===== src/rtl/config_frame_writer.sv =====
`default_nettype none
//------------------------------------------------------------------------------
// +----------------------------------------------------------------------------+
// | Module   : config_frame_writer                                             |
// | Purpose  : Assembles one configuration frame from a 32-bit word stream     |
// |            (header + NUM_ROWS data words) and drives the fabric-wide       |
// |            FrameData rows plus a single FrameStrobe line of one column.    |
// | Ports    : UserCLK     - clock                                             |
// |            rst         - asynchronous reset, active-low                    |
// |            s_data      - stream word                                       |
// |            s_valid     - s_data valid                                      |
// |            s_ready     - writer can accept a word                          |
// |            FrameData   - row r = [r*FRAME_BITS_PER_ROW +: FRAME_BITS...]   |
// |            FrameStrobe - column c frame f = bit c*MAX_FRAMES_PER_COL+f     |
// |            busy        - FSM not idle                                      |
// |            err         - sticky error (bad header / checksum mismatch)     |
// |            frame_count - frames strobed since reset, saturating           |
// | Option   : CONFIG_FRAME_CHECKSUM_EN - adds a trailing checksum word that   |
// |            must equal the mod-2^32 sum of header and data words.           |
// | Revision : 1.0 - initial release                                           |
// +----------------------------------------------------------------------------+
module config_frame_writer #(
    parameter int FRAME_BITS_PER_ROW = 32,
    parameter int MAX_FRAMES_PER_COL = 20,
    parameter int NUM_ROWS           = 7,
    parameter int NUM_COLUMNS        = 23,
    parameter int STROBE_CYCLES      = 2
) (
    input  logic                                     UserCLK,
    input  logic                                     rst,
    input  logic [FRAME_BITS_PER_ROW-1:0]            s_data,
    input  logic                                     s_valid,
    output logic                                     s_ready,
    output logic [NUM_ROWS*FRAME_BITS_PER_ROW-1:0]   FrameData,
    output logic [NUM_COLUMNS*MAX_FRAMES_PER_COL-1:0] FrameStrobe,
    output logic                                     busy,
    output logic                                     err,
    output logic [15:0]                              frame_count
);

    localparam int c_ROW_W = (NUM_ROWS > 1) ? $clog2(NUM_ROWS) : 1;
    localparam int c_COL_W = (NUM_COLUMNS > 1) ? $clog2(NUM_COLUMNS) : 1;
    localparam int c_FRM_W = (MAX_FRAMES_PER_COL > 1) ? $clog2(MAX_FRAMES_PER_COL) : 1;
    localparam int c_STB_W = 4;

    localparam logic [2:0] c_IDLE   = 3'd0;
    localparam logic [2:0] c_LOAD   = 3'd1;
    localparam logic [2:0] c_STROBE = 3'd2;
    localparam logic [2:0] c_GAP    = 3'd3;
    localparam logic [2:0] c_SKIP   = 3'd4;
`ifdef CONFIG_FRAME_CHECKSUM_EN
    localparam logic [2:0] c_CHECK  = 3'd5;
`endif

    logic [2:0]                   r_state;
    logic [2:0]                   w_next_state;
    logic                         r_ready;
    logic [c_ROW_W-1:0]           r_row;
    logic [c_COL_W-1:0]           r_col;
    logic [c_FRM_W-1:0]           r_frame;
    logic [c_STB_W-1:0]           r_strobe_cnt;
    logic [15:0]                  r_frame_count;
    logic                         r_err;
    logic [FRAME_BITS_PER_ROW-1:0] r_rows [NUM_ROWS];
    logic [NUM_COLUMNS*MAX_FRAMES_PER_COL-1:0] r_frame_strobe;
    logic [NUM_COLUMNS*MAX_FRAMES_PER_COL-1:0] w_strobe_vec;

    logic w_xfer;
    logic w_last_row;
    logic w_hdr_ok;
    logic w_strobe_start;
    logic w_strobe_on;
    logic w_ready_next;
    logic w_sum_ok;

    assign w_xfer     = s_valid && r_ready;
    assign w_last_row = (r_row == c_ROW_W'(NUM_ROWS - 1));
    assign w_hdr_ok   = (s_data[31:24] == 8'hA5) &&
                        (s_data[23:16] < 8'(NUM_COLUMNS)) &&
                        (s_data[15:8]  < 8'(MAX_FRAMES_PER_COL));

`ifdef CONFIG_FRAME_CHECKSUM_EN
    // Running sum restarts with the header word itself.
    logic [FRAME_BITS_PER_ROW-1:0] r_sum;

    always_ff @(posedge UserCLK or negedge rst) begin
        if (!rst) begin
            r_sum <= '0;
        end else if (w_xfer && r_state == c_IDLE) begin
            r_sum <= s_data;
        end else if (w_xfer && r_state == c_LOAD) begin
            r_sum <= r_sum + s_data;
        end
    end

    assign w_sum_ok = (s_data == r_sum);
`else
    assign w_sum_ok = 1'b1;
`endif

    // Next-state logic
    always_comb begin
        w_next_state = r_state;
        case (r_state)
            c_IDLE: begin
                if (w_xfer) w_next_state = w_hdr_ok ? c_LOAD : c_SKIP;
            end
            c_LOAD: begin
                if (w_xfer && w_last_row) begin
`ifdef CONFIG_FRAME_CHECKSUM_EN
                    w_next_state = c_CHECK;
`else
                    w_next_state = c_STROBE;
`endif
                end
            end
`ifdef CONFIG_FRAME_CHECKSUM_EN
            c_CHECK: begin
                if (w_xfer) w_next_state = w_sum_ok ? c_STROBE : c_IDLE;
            end
`endif
            c_STROBE: begin
                if (r_strobe_cnt == '0) w_next_state = c_GAP;
            end
            c_GAP: begin
                w_next_state = c_IDLE;
            end
            c_SKIP: begin
                if (w_xfer && w_last_row) w_next_state = c_IDLE;
            end
            default: begin
                w_next_state = c_IDLE;
            end
        endcase
    end

    // Strobe and ready are registered from the next state so the fabric sees
    // glitch-free lines and reset can force both low asynchronously.
    assign w_strobe_on    = (w_next_state == c_STROBE);
    assign w_strobe_start = w_strobe_on && (r_state != c_STROBE);
    assign w_ready_next   = (w_next_state != c_STROBE) && (w_next_state != c_GAP);

    always_comb begin
        w_strobe_vec = '0;
        for (int c = 0; c < NUM_COLUMNS; c++) begin
            for (int f = 0; f < MAX_FRAMES_PER_COL; f++) begin
                w_strobe_vec[c*MAX_FRAMES_PER_COL + f] = w_strobe_on &&
                    (r_col == c_COL_W'(c)) && (r_frame == c_FRM_W'(f));
            end
        end
    end

    always_ff @(posedge UserCLK or negedge rst) begin
        if (!rst) begin
            r_state        <= c_IDLE;
            r_ready        <= 1'b0;
            r_row          <= '0;
            r_col          <= '0;
            r_frame        <= '0;
            r_strobe_cnt   <= '0;
            r_frame_count  <= '0;
            r_err          <= 1'b0;
            r_frame_strobe <= '0;
            for (int r = 0; r < NUM_ROWS; r++) r_rows[r] <= '0;
        end else begin
            r_state        <= w_next_state;
            r_ready        <= w_ready_next;
            r_frame_strobe <= w_strobe_vec;

            if (w_xfer && r_state == c_IDLE) begin
                r_row <= '0;
                if (w_hdr_ok) begin
                    r_col   <= s_data[16 +: c_COL_W];
                    r_frame <= s_data[8 +: c_FRM_W];
                end else begin
                    r_err <= 1'b1;
                end
            end else if (w_xfer && (r_state == c_LOAD || r_state == c_SKIP)) begin
                r_row <= r_row + c_ROW_W'(1);
            end

`ifdef CONFIG_FRAME_CHECKSUM_EN
            if (w_xfer && r_state == c_CHECK && !w_sum_ok) r_err <= 1'b1;
`endif

            for (int r = 0; r < NUM_ROWS; r++) begin
                if (w_xfer && r_state == c_LOAD && r_row == c_ROW_W'(r)) r_rows[r] <= s_data;
            end

            if (w_strobe_start) begin
                r_strobe_cnt <= c_STB_W'(STROBE_CYCLES - 1);
                if (r_frame_count != 16'hFFFF) r_frame_count <= r_frame_count + 16'd1;
            end else if (r_state == c_STROBE && r_strobe_cnt != '0) begin
                r_strobe_cnt <= r_strobe_cnt - c_STB_W'(1);
            end
        end
    end

    generate
        for (genvar r = 0; r < NUM_ROWS; r++) begin : g_rows
            assign FrameData[r*FRAME_BITS_PER_ROW +: FRAME_BITS_PER_ROW] = r_rows[r];
        end
    endgenerate

    assign s_ready     = r_ready;
    assign FrameStrobe = r_frame_strobe;
    assign busy        = (r_state != c_IDLE);
    assign err         = r_err;
    assign frame_count = r_frame_count;

endmodule
`default_nettype wire


===== config.mk =====
export PLATFORM = sky130hd
export DESIGN_NAME = config_frame_writer
export DESIGN_NICKNAME = d
export VERILOG_FILES = /design/src/rtl/config_frame_writer.sv
export SDC_FILE = /design/constraint.sdc
export NUM_CORES = 1
export LEC_CHECK = 0
export ABC_CLOCK_PERIOD_IN_PS = 3400
export BUFFER_PORTS_ARGS = -buffer_cell sky130_fd_sc_hd__buf_2
export CORE_AREA = 5 5 287 289
export DETAILED_ROUTE_END_ITERATION = 10
export DIE_AREA = 0 0 292 294
export PLACE_DENSITY_LB_ADDON = 0.25
export SYNTH_ARGS = -nofsm -noshare
export SYNTH_HDL_FRONTEND = slang
export SYNTH_SLANG_ARGS = --single-unit

===== constraint.sdc =====
create_clock -name UserCLK -period 3.4 [get_ports UserCLK]
set_clock_uncertainty 0.15 [all_clocks]
set_input_delay 0.34 -clock UserCLK [delete_from_list [all_inputs] [get_ports UserCLK]]
set_output_delay 0.34 -clock UserCLK [all_outputs]
set_load 0.01 [all_outputs]

# Yosys cells after proc, flatten, opt, wreduce, memory -nomap -nowiden
# Index checks and enable logic that the tools add are counted.
# totals
regBits	722
input_bits	35
output_inout_bits	703
word_cells	601
# classes
add_sub_neg	3
magnitude_cmp	2
n_eq_ne	56
mux	10
bitwise	1
reduce_logical	513
# ops
op	n
logical AND 1 bit	500
equality test 5 x 4 -> 1 bit (second input constant)	16
equality test 5 bit (second input constant)	11
equality test 5 x 3 -> 1 bit (second input constant)	8
2-to-1 mux 3 bit	7
equality test 5 x 2 -> 1 bit (second input constant)	4
adder 16 x 1 -> 16 bit (second input constant)	1
less-than comparator 8 x 5 -> 1 bit (second input constant)	2
inequality test 16 bit (second input constant)	1
equality test 3 x 2 -> 1 bit (second input constant)	4
equality test 3 bit (second input constant)	4
case mux 3 bit (4 select lines)	1
equality test 5 x 1 -> 1 bit (second input constant)	2
logical NOT 5 bit	2
inequality test 3 x 2 -> 1 bit (second input constant)	3
equality test 8 bit (second input constant)	1
2-to-1 mux 4 bit	2
equality test 3 x 1 -> 1 bit (second input constant)	2
logical NOT 3 bit	2
AND reduction 2 bit	3
logical NOT 4 bit	1
nonzero test 2 bit	2
nonzero test 4 bit	1
subtractor 4 x 1 -> 4 bit (second input constant)	1
other kinds (4)	4

# Longest topological paths before layout
# Gate-level depths: netlist of the first run.
# logic_depth
ltp_word	9
ltp_mapped	10

# Least setup slack after synthesis of the first run
# Ideal clock, no wire load.
# synth_timing
path_kind	flip-flop to flip-flop
start	register r_row[0]
end	register r_frame_strobe[187], in the netlist FrameStrobe[187]
arrival_ns	1.995
path_slack_ns	1.181
stages_incl_launch_ff	11
cell_sequence	dfrtp_1 -> inv_1 -> ha_1 -> nand4_1 -> or3_1 -> buf_2 -> nand2_8 -> buf_12 -> nand3_4 -> buf_2 -> nor2_1
# synth_via
elab_chain_cells	7
elab_cells_between_ends	8
# synth_lines
element	line_no	source
start: declaration	58	logic [c_ROW_W-1:0] r_row;
start signal: assignment	179	r_row <= r_row + c_ROW_W'(1);
equality test 3 bit (*)	77	assign w_last_row = (r_row == c_ROW_W'(NUM_ROWS - 1));
logical AND 1 bit (*)	109, 129	
2-to-1 mux 3 bit (on tied branches)	129, 109	
case mux 3 bit (4 select lines) (*)	104	case (r_state)
equality test 3 x 2 -> 1 bit (*)	139	assign w_strobe_on = (w_next_state == c_STROBE);
logical AND 1 bit (*)	147	w_strobe_vec[c*MAX_FRAMES_PER_COL + f] = w_strobe_on &&
logical AND 1 bit (*)	148	(r_col == c_COL_W'(c)) && (r_frame == c_FRM_W'(f));
via w_strobe_vec[187]	66	logic [NUM_COLUMNS*MAX_FRAMES_PER_COL-1:0] w_strobe_vec;
end signal: assignment	168	r_frame_strobe <= w_strobe_vec;
end: declaration	65	logic [NUM_COLUMNS*MAX_FRAMES_PER_COL-1:0] r_frame_strobe;
# Mark *: on every way through the listed nets, which the timed path passes. The rest lies on a longest branch.
# A chain may end at the register's enable or synchronous reset.

# Worst setup path after layout of the first run
# layout_timing
start	register r_row[0]
end	register r_frame_strobe[230], in the netlist FrameStrobe[230]
# The elaborated chain is that of the path after synthesis.

==> results of run 1 <==
[area by class of cell]
type	count	area [sq um]	share of cell area (%)
sequential	722	18070	55.47
multi-input combinational	953	5808	17.83
timing repair buffer	842	4732	14.53
clock buffer	110	2202	6.761
tap	1060	1326	4.072
clock inverter	29	392.9	1.206
inverter	10	37.54	0.1153
antenna	1	2.502	0.007683
[cell usage after synthesis (all sizes together) (5+ instances only)]
library cell	instances	share of area, %
nand2	142	2.3
mux2	204	9.4
clkbuf	73	1.1
inv	10	0.15
dfrtp	722	74
nor2	472	7.3
nor2b	6	0.15
xor2	6	0.22
nor3b	5	0.17
ha	7	0.36
nor3	12	0.35
xnor2	11	0.39
nand4	14	0.51
nand3	30	1.1
buf	42	1.0
[flip-flops by register name, indices dropped and copies added, names as in the netlist]
register	cells
FrameStrobe	460
r_frame	5
s_ready	1
r_col	5
frame_count	16
r_strobe_cnt	4
err	1
FrameData	224
r_state	3
r_row	3
[timing repair]
action / in CTS / in global routing
endpoints found under the hold margin: 242 / 0
setup endpoints to repair: 0 / 0
hold buffers: 33 / 0
[metrics by stage]
step           hold WS, ps  cells  utilization, %
2_1_floorplan       -105.6   1800               -
3_3_place_gp         235.9   3554           37.22
3_5_place_dp         230.9   3554           37.22
5_1_grt              180.4   3726           40.89
6_report             161.7   3727           40.90
4_1_cts              135.2   3726           40.89
[layout by cell type (no fill, tap or decap), types with 3 or more instances in the layout]
master / n
mux2_1: 11
dfrtp_1: 722
o21ai_0: 3
nor2_1: 471
ha_1: 7
nand3_4: 9
buf_12: 13
nand2_1: 137
nand4_1: 8
mux2_2: 193
nor3b_1: 4
xnor2_1: 11
nand3_1: 18
nand2_2: 4
nand3_2: 3
clkbuf_1: 19
nor3_1: 7
a21oi_1: 3
or3b_2: 3
xor2_1: 6
nand4b_1: 3
buf_2: 736
buf_4: 59
nand3b_1: 3
inv_6: 3
bufinv_16: 5
inv_1: 10
clkbuf_16: 78
dlygate4sd3_1: 33
nor2b_1: 4
clkinv_2: 12
nor3_2: 3
nand4_2: 6
clkbuf_8: 13
[kinds of logic after synthesis]
group	Yosys count	share of synthesized area (%)
XOR/XNOR	17	0.6103
buffers and inverters	125	2.308
AND/OR/NAND/NOR	710	12.81
multiplexers	204	9.416
AO/OA/AOI/OAI	15	0.4462
flip-flops	722	74.06
adder cells (fa/ha/maj)	7	0.3590
[layer usage]
| metal | share of wire, % | track usage [%] | up-vias | routed length (um) |
|---|---|---|---|---|
| li1 | - | - | 7367 | - |
| met1 | 39 | 23.70 | 8495 | 33490 |
| met2 | 50 | 34.35 | 670 | 43810 |
| met3 | 8.1 | 6.023 | 132 | 7042 |
| met4 | 3.0 | 5.784 | 0 | 2566 |
| met5 | 0 | 0 | - | 0 |
[critical path, stage by stage (launching register included)]
cell and delay (ps):
dfrtp_1 440, inv_1 120, ha_1 190, nand4_1 230, or3_2 560, nand2_8 250
nand4_2 520, nor2_1 280
[worst min-delay path by stage]
stage | endpoint | slack, ps | cells after the start
global route | r_state[2] | 180 | 4
CTS | r_state[2] | 140 | 4
global placement | FrameData[135] | 240 | 1
detailed placement | FrameData[10] | 230 | 1
floorplan | FrameData[0] | -110 | 0
finish | FrameData[10] | 160 | 2
[power breakdown]
| group | internal, mW | switching [mW] | leakage, nW | total, mW |
|---|---|---|---|---|
| Combinational | 1.32 | 1.49 | 6.45 | 2.81 |
| Sequential | 9.52 | 0.510 | 9.87 | 10.0 |
| Clock | 4.96 | 3.53 | 1.27 | 8.49 |
| Total | 15.8 | 5.53 | 17.6 | 21.3 |
==> impl_metrics.csv, run 1 <==
group,metric,value,unit
detailed_routing,first_pass_iters,5,
synthesis,synth_edf_count,0,
floorplanning,start_util,30.64,%
clock_tree,clk_latency,600,ps
sta,max_freq,0.3503,GHz
power,p_leak,17.59,nW
synthesis,syn-cell-area,24400,sq um
sta,slew_headroom,30.40,%
sta,setup_viol,0,
placed_design,post-dp-hpwl,61.95,mm
clock_tree,cts.sinks,722,
sta,hold_viol,0,
setup_path,reg2reg_to,"FrameStrobe[230]",
detailed_routing,ant_nets,0,
placed_design,gp_congestion,0.8297,
floorplanning,die_h,294,um
detailed_routing,drc,0,
status,run_status,"finished, final reports clean",
floorplanning,rows,104,
synthesis,synth.net_count,1842,
placed_design,port-buffer-count,737,
final_layout,syn2layout_area_growth,33.49,%
setup_path,crit_required,3770,ps
setup_path,crit_arrival,3230,ps
synthesis,synth.avg_cell_area,13.55,sq um
setup_path,end_kind,"flip-flop",
sta,rsz0062_at_grt,"no",
clock_tree,cts_resized,0,
flow_run,cap_violations,0,
clock_tree,cts_tree,"yes",
synthesis,ys_ff_latch,722,
synthesis,synthCells,1800,
clock_tree,cts.path.max_buffers,3,
setup_path,start_kind,"flip-flop",
grt,antenna_found_initial,1,
setup_path,critical_path_class,"reg2reg",
setup_path,r2r_slack,550,ps
detailed_routing,wire_per_inst,23.32,um
clock_tree,clock-root-buffer,"clkbuf_16",
sta,fin_crit_sh,83.97,%
synthesis,synth-seq-area-share,74.06,%
clock_tree,htreeDepth,3,
setup_path,rr_worst_depth,7,
sta,drv_slew,0,
setup_path,crit_path_start,"r_row[0]",
final_layout,nFillCells,7599,
synthesis,yosysWarnings,0,
detailed_routing,totalWireLength,86.91,mm
grt,grt_usage,19.71,%
final_layout,drive_above_1_share,43.74,%
detailed_routing,avgViaCountPerCell,4.471,
floorplanning,die-width,292,um
setup_path,r2r_start,"r_row[0]",
sta,tns,0,ps
power,power_density,655.0,nW/um^2
grt,grt_max_degree,92,
floorplanning,ios,738,
grt,grt_pass1_wl,126.8,mm
grt,grt_pass1_vias,17948,
detailed_routing,first_iter_violations,913,
clock_tree,path_clk_slew,60,ps
clock_tree,cts_buffers,78,
synthesis,synth_cell_type_count,53,
power,peakVddDrop,0.4383,mV
synthesis,synthArstFlopShare,100.0,%
placed_design,dpl_worst_slack,563.1,ps
detailed_routing,vias,16664,
placed_design,place_area,29640,sq um
sta,fin_ws,545.1,ps
sta,min_period,2855,ps
floorplanning,dieArea,85850,sq um
floorplanning,core,79640,sq um
final_layout,final_area,32570,sq um
setup_path,cp_max_fo,19,
grt,overflow,0,
final_layout,nets,2649,
hold_path,hold_class,"in2async",
setup_path,setup.worst_path.end,"FrameStrobe[230]",
synthesis,ys.flop_type,"dfrtp_1",
power,p_total,21.33,mW
sta,worst_pin_slew,1042,ps
clock_tree,cts_setup_buffers,0,
Note: power is estimated with default switching activity, not from simulation.
==> run 2, diff against run 1 <==
--- a/config.mk
+++ b/config.mk
@@ -5,7 +5,7 @@
 export SDC_FILE = /design/constraint.sdc
 export NUM_CORES = 1
 export LEC_CHECK = 0
-export ABC_CLOCK_PERIOD_IN_PS = 3400
+export ABC_CLOCK_PERIOD_IN_PS = 2700
 export BUFFER_PORTS_ARGS = -buffer_cell sky130_fd_sc_hd__buf_2
 export CORE_AREA = 5 5 287 289
 export DETAILED_ROUTE_END_ITERATION = 10
==> constraint.sdc (replaced) <==
create_clock -name UserCLK -period 2.7 [get_ports UserCLK]
set_clock_uncertainty 0.15 [all_clocks]
set_input_delay 0.27 -clock UserCLK [delete_from_list [all_inputs] [get_ports UserCLK]]
set_output_delay 0.27 -clock UserCLK [all_outputs]
set_load 0.01 [all_outputs]
==> impl_metrics.csv, run 2 (synthesized netlist as in run 1, its figures left out) <==
group,metric,value,unit
clock_tree,cts_tree,"yes",
setup_path,critical_path_class,"in2reg",
sta,setup_viol,0,
final_layout,syn2layout_area_growth,35.13,%
grt,grt_usage,19.59,%
setup_path,cp_max_fo,11,
detailed_routing,first_iter_violations,1042,
sta,slew_headroom,52.44,%
clock_tree,clk_latency,610,ps
detailed_routing,drc,0,
detailed_routing,avgViaCountPerCell,4.463,
floorplanning,dieArea,85850,sq um
clock_tree,clock-root-buffer,"clkbuf_16",
placed_design,gp_congestion,0.8290,
placed_design,port-buffer-count,737,
flow_run,cap_violations,0,
floorplanning,start_util,30.64,%
sta,max_freq,0.4101,GHz
floorplanning,die_h,294,um
sta,hold_slack,57.60,ps
placed_design,place_area,29900,sq um
final_layout,final_area,32970,sq um
clock_tree,path_clk_slew,60,ps
clock_tree,cts_buffers,77,
sta,worst_pin_slew,711.9,ps
power,peakVddDrop,0.5420,mV
setup_path,start_kind,"primary input",
setup_path,crit_arrival,2770,ps
final_layout,nets,2671,
sta,drv_slew,0,
clock_tree,cts_setup_buffers,0,
grt,grt_pass1_vias,18207,
floorplanning,ios,738,
sta,rsz0062_at_grt,"no",
power,p_leak,17.80,nW
clock_tree,cts.sinks,722,
grt,grt_max_degree,103,
detailed_routing,first_pass_iters,5,
status,run_status,"finished, final reports clean",
clock_tree,cts.path.max_buffers,3,
placed_design,dp.cells,3577,
final_layout,drive_above_1_share,44.30,%
final_layout,final_common_cell,"buf_2",
final_layout,mostFrequentLayoutCells,"buf_2, dfrtp_1, nor2_1",
floorplanning,core,79640,sq um
detailed_routing,vias,16745,
detailed_routing,totalWireLength,86.56,mm
grt,overflow,0,
placed_design,post-dp-hpwl,61.22,mm
setup_path,crit_required,3030,ps
final_layout,largest_reg_flops,460,
sta,hold_viol,0,
detailed_routing,wire_per_inst,23.07,um
grt,antenna_found_initial,1,
clock_tree,htreeDepth,3,
clock_tree,cts_resized,0,
floorplanning,die-width,292,um
floorplanning,rows,104,
sta,tns,0,ps
final_layout,nFillCells,7580,
setup_path,end_kind,"flip-flop",
sta,min_period,2439,ps
final_layout,instances_no_fill,3752,
detailed_routing,ant_nets,0,
power,power_density,825.6,nW/um^2
sta,fin_crit_sh,90.32,%
hold_path,hold_class,"in2async",
power,p_total,27.22,mW
grt,grt_pass1_wl,126.4,mm
run 2: cell types whose count changed in the layout (fill, tap and decap cells not counted), sizes merged:
cell | before | now
buf | 809 | 832
clkbuf | 110 | 120
clkinv | 17 | 14
inv | 15 | 12
clkinvlp | 2 | 0
run 2: stage by stage:
stage / setup WS, ps / utilization, %
2_1_floorplan: 481.2 / -
3_3_place_gp: -18.49 / 37.55
3_5_place_dp: 33.30 / 37.55
4_1_cts: 99.20 / 41.39
5_1_grt: 103.3 / 41.39
6_report: 261.3 / 41.40
run 2: timing repair:
| action | 4_1_cts | 5_1_grt |
|---|---|---|
| hold buffers | 33 | 0 |
| setup endpoints to repair | 0 | 0 |
| endpoints found under the hold margin | 671 | 0 |
run 2: area by class of cell:
cell class                 count  area, sq um  area share, %
timing repair buffer         865         4992          15.14
tap                         1060         1326          4.023
multi-input combinational    953         5808          17.62
clock inverter                21        395.4          1.199
clock buffer                 120         2338          7.093
antenna                        1        2.502       0.007590
sequential                   722        18070          54.80
inverter                      10        37.54         0.1139
run 2: routing by layer:
| metal | wire [um] | global-route usage [%] | up-vias |
|---|---|---|---|
| li1 | - | - | 7408 |
| met1 | 33160 | 23.41 | 8568 |
| met2 | 44590 | 34.85 | 647 |
| met3 | 6852 | 5.826 | 122 |
| met4 | 1949 | 4.906 | 0 |
| met5 | 0 | 0 | - |
run 2: worst max-delay path, stage by stage:
cell	delay (ps)
dlygate4sd3_1	540
buf_2	180
nor4b_1	630
nand4_1	160
nor2_1	200
nor4b_4	280
buf_12	180
mux2_2	330
run 2: path summary, 6_finish.rpt:
| kind | start | endpoint | slack (ps) | cells past startpoint |
|---|---|---|---|---|
| setup / recovery | s_data[14] | r_col[2] | 260 | 8 |
| hold / removal | rst | FrameStrobe[3] | 60 | 2 |
| setup reg to reg | r_row[0] | FrameStrobe[356] | 280 | 8 |
| hold reg to reg | FrameData[208] | FrameData[208] | 320 | 2 |
| max in group asynchronous | rst | FrameData[210] | 1400 | 4 |
| min in group UserCLK | s_valid | r_state[2] | 70 | 5 |
run 2: report_power, final:
part	internal, mW	switching [mW]	total (mW)
clock	6.54	4.50	11.0
sequential	12.0	0.634	12.6
combinational	1.68	1.89	3.56
total	20.2	7.02	27.2
